--- src/rtl/ts_os_generator.sv ---
// PCIe TS1/TS2 ordered-set burst generator driving a PIPE transmit interface.
// Emits 16-symbol ordered sets back to back until a count is reached or stop lands on a set boundary.
module ts_os_generator #(
    parameter logic [7:0] TS1_ID = 8'h4A,
    parameter logic [7:0] TS2_ID = 8'h45
) (
    input  logic        CLK,
    input  logic        reset,
    input  logic        start,
    input  logic        stop,
    input  logic        os_type,
    input  logic [10:0] os_count,
    input  logic [7:0]  link_num,
    input  logic [4:0]  lane_num,
    input  logic        pad_link,
    input  logic        pad_lane,
    input  logic [7:0]  n_fts,
    input  logic [7:0]  rate_id,
    output logic [7:0]  TxData,
    output logic        TxDataK,
    output logic        TxDataValid,
    output logic        TxElecIdle,
    output logic        busy,
    output logic        done,
    output logic [10:0] sent_count
);

    localparam logic [7:0] COM = 8'hBC;
    localparam logic [7:0] PAD = 8'hF7;

    typedef enum logic {IDLE, SEND} state_t;

    state_t      r_state;
    logic [3:0]  r_sym_idx;
    logic        r_stop_seen;
    logic        r_os_type;
    logic [10:0] r_os_count;
    logic [7:0]  r_link_num;
    logic [4:0]  r_lane_num;
    logic        r_pad_link;
    logic        r_pad_lane;
    logic [7:0]  r_n_fts;
    logic [7:0]  r_rate_id;

    logic [3:0]  w_next_idx;
    logic [7:0]  w_next_data;
    logic        w_next_k;
    logic        w_last_sym;
    logic        w_count_hit;
    logic        w_end_burst;
    logic [10:0] w_sent_inc;

    assign w_next_idx  = r_sym_idx + 4'd1;
    assign w_last_sym  = (r_sym_idx == 4'd15);
    assign w_sent_inc  = (sent_count == 11'd2047) ? sent_count : sent_count + 11'd1;
    assign w_count_hit = (r_os_count != 11'd0) && ({1'b0, sent_count} + 12'd1 == {1'b0, r_os_count});
    // The live stop input counts too, so a stop on the symbol-15 cycle still closes this set.
    assign w_end_burst = w_count_hit || r_stop_seen || stop;

    // NOTE: every variable gets a default before the case so no latch is inferred.
    always_comb begin
        w_next_k    = 1'b0;
        w_next_data = r_os_type ? TS2_ID : TS1_ID;
        case (w_next_idx)
            4'd0: begin
                w_next_k    = 1'b1;
                w_next_data = COM;
            end
            4'd1: begin
                w_next_k    = r_pad_link;
                w_next_data = r_pad_link ? PAD : r_link_num;
            end
            4'd2: begin
                w_next_k    = r_pad_lane;
                w_next_data = r_pad_lane ? PAD : {3'b000, r_lane_num};
            end
            4'd3:    w_next_data = r_n_fts;
            4'd4:    w_next_data = r_rate_id;
            4'd5:    w_next_data = 8'h00;
            default: ;
        endcase
    end

    // NOTE: all state uses non-blocking assignments so every register sees pre-edge values.
    always_ff @(posedge CLK) begin
        if (reset) begin
            r_state     <= IDLE;
            r_sym_idx   <= 4'd0;
            r_stop_seen <= 1'b0;
            sent_count  <= 11'd0;
            done        <= 1'b0;
            busy        <= 1'b0;
            TxData      <= 8'h00;
            TxDataK     <= 1'b0;
            TxDataValid <= 1'b0;
            TxElecIdle  <= 1'b1;
            r_os_type   <= 1'b0;
            r_os_count  <= 11'd0;
            r_link_num  <= 8'h00;
            r_lane_num  <= 5'd0;
            r_pad_link  <= 1'b0;
            r_pad_lane  <= 1'b0;
            r_n_fts     <= 8'h00;
            r_rate_id   <= 8'h00;
        end else begin
            done <= 1'b0;
            case (r_state)
                IDLE: begin
                    if (start) begin
                        r_state     <= SEND;
                        r_sym_idx   <= 4'd0;
                        r_stop_seen <= 1'b0;
                        sent_count  <= 11'd0;
                        busy        <= 1'b1;
                        TxData      <= COM;
                        TxDataK     <= 1'b1;
                        TxDataValid <= 1'b1;
                        TxElecIdle  <= 1'b0;
                        r_os_type   <= os_type;
                        r_os_count  <= os_count;
                        r_link_num  <= link_num;
                        r_lane_num  <= lane_num;
                        r_pad_link  <= pad_link;
                        r_pad_lane  <= pad_lane;
                        r_n_fts     <= n_fts;
                        r_rate_id   <= rate_id;
                    end
                end
                SEND: begin
                    r_sym_idx <= w_next_idx;
                    if (w_last_sym) begin
                        sent_count  <= w_sent_inc;
                        r_stop_seen <= 1'b0;
                    end else begin
                        r_stop_seen <= r_stop_seen | stop;
                    end
                    if (w_last_sym && w_end_burst) begin
                        r_state     <= IDLE;
                        done        <= 1'b1;
                        busy        <= 1'b0;
                        TxData      <= 8'h00;
                        TxDataK     <= 1'b0;
                        TxDataValid <= 1'b0;
                        TxElecIdle  <= 1'b1;
                    end else begin
                        TxData  <= w_next_data;
                        TxDataK <= w_next_k;
                    end
                end
                default: r_state <= IDLE;
            endcase
        end
    end

endmodule

--- config.mk ---
export PLATFORM = sky130hd
export DESIGN_NAME = ts_os_generator
export DESIGN_NICKNAME = d
export VERILOG_FILES = /design/src/rtl/ts_os_generator.sv
export SDC_FILE = /design/constraint.sdc
export NUM_CORES = 1
export LEC_CHECK = 0
export CAP_MARGIN = 20
export CORE_MARGIN = 2
export CORE_UTILIZATION = 25
export DETAILED_ROUTE_END_ITERATION = 7
export PLACE_DENSITY = 0.42
export SLEW_MARGIN = 25
export SYNTH_ARGS = -nofsm -noshare
export SYNTH_HDL_FRONTEND = slang
export SYNTH_SLANG_ARGS = --single-unit
--- constraint.sdc ---
create_clock -name CLK -period 3.9 [get_ports CLK]
set_clock_uncertainty 0.1 [all_clocks]
set_input_delay 0.39 -clock CLK [delete_from_list [all_inputs] [get_ports CLK]]
set_output_delay 0.39 -clock CLK [all_outputs]
set_load 0.005 [all_outputs]
==> metrics.md <==
| Metric | Value |
|---|---|
| Hold slack | around 350 ps |
| Launching element type of the critical path | register |
| Endpoint class of the critical path | register |
| CTS max path bufs | 2 |
| Antenna violations before repair | 0 |
| RSZ-0062 raised after global routing | false |
| Remaining DRCs | 0 |
| Commonest cells after routing, fill and taps aside | nand2_1, dfxtp_1, clkdlybuf4s50_1 |
| Max IR drop VDD | 0.1760 mV |
| Critical Path RT | 4060 ps |
| Slew Limit Fails | 0 |
| Layout area overhead | 30.54% |
| Diode count | 0 |
| CTS Buf Count | 9 |
| Min-Delay Path Class | reg2reg |
| Placed cells | 685 |
| DP Area | 4340 µm² |
| Post-layout min period | roughly 2600 ps |
| Netlist Area Pre-Place | 3543 µm² |
| I/O Buffers | 70 |
| Post-layout nets | 568 |
| Clock-pin slew on the worst setup and hold paths | 60 ps |
| Outcome | finished, final reports clean |
| Vias | about 3400 |
| Number of synthesized register bits | slightly above 70 |
| WP data arrival | 2790 ps |
| Actual slew at the worst max-slew pin | 725.1 ps |
| Setup ws final | between 1000 and 1500 ps |
| Final Non-Filler Cells | 701 |
| Post-Syn Instances | between 400 and 500 |
| Number of synthesized flops with an enable pin | 0 |
| CTS tree | done |
| Root buf cell | clkbuf_16 |
| Lkg Pwr | 1.669 nW |
| Die area | 15140 µm² |
| Commonest non-fill, non-tap cell in the layout | nand2_1 |
| Fmax | roughly 0.38 GHz |
| Final Hold Viols | 0 |
| DRT Wirelength | between 10 and 15 mm |
| Initial Util | 0.2553 |
| Setup_tns | 0 ps |
| Vias in the first global route | 3238 |
| Worst slack at placement | 1244 ps |
| Post-synth net total | 519 |
| Htree depth | 3 |
| # IOs | roughly 70 |
| Largest net degree at the start of global routing | 64 |
| Drt pass-1 iters | 4 |
| Drt first-iter violations | 131 |
| Post-route ant nets | 0 |
| Chip Height | 123.1 µm |
| # hold bufs at CTS | 0 |
| Crit-path cells | ha_1, nand3_1, nor3_1, a21o_1, and2_1, o21ai_0, a21oi_1 |
| Max Cap Viol | 0 |
| Post-synth ARST share | 0 |
| Routed length per placed instance | 15.58 µm |
| PD cells | ~400 nW/µm² |
| Total GRT Usage | 0.1500 |
| Top_reg_cell synth | dfxtp_1 |
| Worst rel slew slack | 0.5159 |
| Post-synth cell types | 51 |
| Post-CTS setup buffers | 0 |
| Critical path fanouts, max | 19 |
| CP max stage cell | dfxtp_1 |
| Critical path class | reg2reg |
| Avg Cell Area, Syn | between 7 and 8 µm² |
| Via density | 4.799 |
| GRT overflow | 0 |
| Final Cycle Share | 0.6754 |
| Placeable core area | 13880 µm² |
| Worst path max stage delay | 490 ps |
| Final Instance Area | approximately 4600 µm² |
| Num rows | 43 |
| Worst skew pair latency | between 300 and 400 ps |
| HPWL Detailed | 7.776 mm |
| Share of post-route cells with drive strength above 1 | 0.05758 |
| Routability cong. | ~0.82 |
| Final setup fails | 0 |
| Clock Sinks | 72 |
| First-pass GRT wire length | about 17 mm |
| Post-synthesis sequential area ratio | 0.4068 |
| Synth Warn # | 0 |
| Die Width | 123.1 µm |
| Post-CTS sizing | 0 |
-- critical path, delay by kind of cell (launching register included) --
family / cells / cell delay [ps]
compound gates: 3 / 770
fa+ha+maj: 1 / 380
flops: 1 / 490
simple gates: 3 / 820
-- flip-flops by register name (all words and copies together), names as in the netlist --
signal       cells
TxData           8
TxDataK          1
TxElecIdle       1
busy             1
done             1
r_lane_num       5
r_link_num       8
r_n_fts          8
r_os_count      11
r_os_type        1
r_pad_lane       1
r_pad_link       1
r_rate_id        8
r_state          1
r_stop_seen      1
r_sym_idx        4
sent_count      11
-- metrics by stage --
step	total power, mW	util
final	1.867	0.3332
after global routing	1.953	0.3332
after CTS	1.887	0.3332
after detailed placement	1.096	0.3127
after global placement	1.094	0.3127
after floorplan	0.9679	-
-- routing by layer --
| metal | vias to the layer above | wire length [µm] | share of wire | GRT usage |
|---|---|---|---|---|
| met3 | 10 | 356 | 0.033 | 0.03367 |
| met1 | 1574 | 5446 | 0.50 | 0.2089 |
| li1 | 1717 | - | - | - |
| met5 | - | 0 | 0 | 0 |
| met2 | 63 | 5000 | 0.46 | 0.2338 |
| met4 | 0 | 121 | 0.011 | 0.04048 |
-- synthesized netlist by cell type, drive strengths merged, types with 2 or more instances --
| cell type | instances | area [µm²] |
|---|---|---|
| nor2b | 4 | 25.02 |
| o21ai | 33 | 165.2 |
| nor2 | 23 | 86.33 |
| a21oi | 66 | 330.3 |
| and4b | 2 | 23.77 |
| or4 | 2 | 15.01 |
| nand2 | 112 | 420.4 |
| clkbuf | 22 | 83.83 |
| o31ai | 7 | 52.55 |
| buf | 14 | 72.57 |
| nor3 | 6 | 30.03 |
| nor4 | 3 | 18.77 |
| xor2 | 9 | 78.83 |
| and2 | 2 | 12.51 |
| o21ba | 3 | 30.03 |
| dfxtp | 72 | 1441 |
| nand4 | 2 | 12.51 |
| or3 | 6 | 37.54 |
| a21o | 2 | 15.01 |
| nand3b | 4 | 30.03 |
| and3 | 2 | 12.51 |
| ha | 5 | 62.56 |
| nand3 | 14 | 70.07 |
| mux2i | 2 | 20.02 |
| nor3b | 4 | 41.29 |
| nand2b | 3 | 18.77 |
| xnor2 | 7 | 61.31 |
| a32oi | 3 | 26.28 |
| inv | 6 | 22.52 |
| o22ai | 4 | 31.28 |
| a22oi | 2 | 15.01 |
| a31oi | 4 | 25.02 |
| a221oi | 8 | 70.07 |
-- final cells by class --
type,instances,area [µm²]
fillers,1526,9255
clock inverters,4,28.78
well taps,180,225.2
repair buffers,74,725.7
inverters,7,26.28
flip-flops and latches,72,1441
multi-input cells,352,1922
clock buffers,12,256.5
-- path summary, 6_finish.rpt --
check,cells past startpoint,slack [ps],startpoint,endpoint
worst max register to register,7,1270,sent_count[0],sent_count[5]
worst min-delay path,2,350,r_lane_num[2],r_lane_num[2]
worst max-delay path,7,1270,sent_count[0],sent_count[5]
worst min register to register,2,350,r_lane_num[2],r_lane_num[2]
-- cells by family after synthesis --
kind of cell	synth area share
buffers and inverters	0.05155
AO/OA/AOI/OAI	0.2320
XOR/XNOR	0.03955
flip-flops	0.4068
AND/OR/NAND/NOR	0.2468
multiplexers	0.005650
adder cells (fa/ha/maj)	0.01766
-- report_power, final --
group / total [mW] / internal (mW) / leakage [nW] / switching [mW]
Sequential: 0.823 / 0.780 / 0.590 / 0.0430
Clock: 0.791 / 0.466 / 0.135 / 0.326
Combinational: 0.252 / 0.125 / 0.945 / 0.128
Total: 1.87 / 1.37 / 1.67 / 0.496
(Power assumes the default switching activity.)
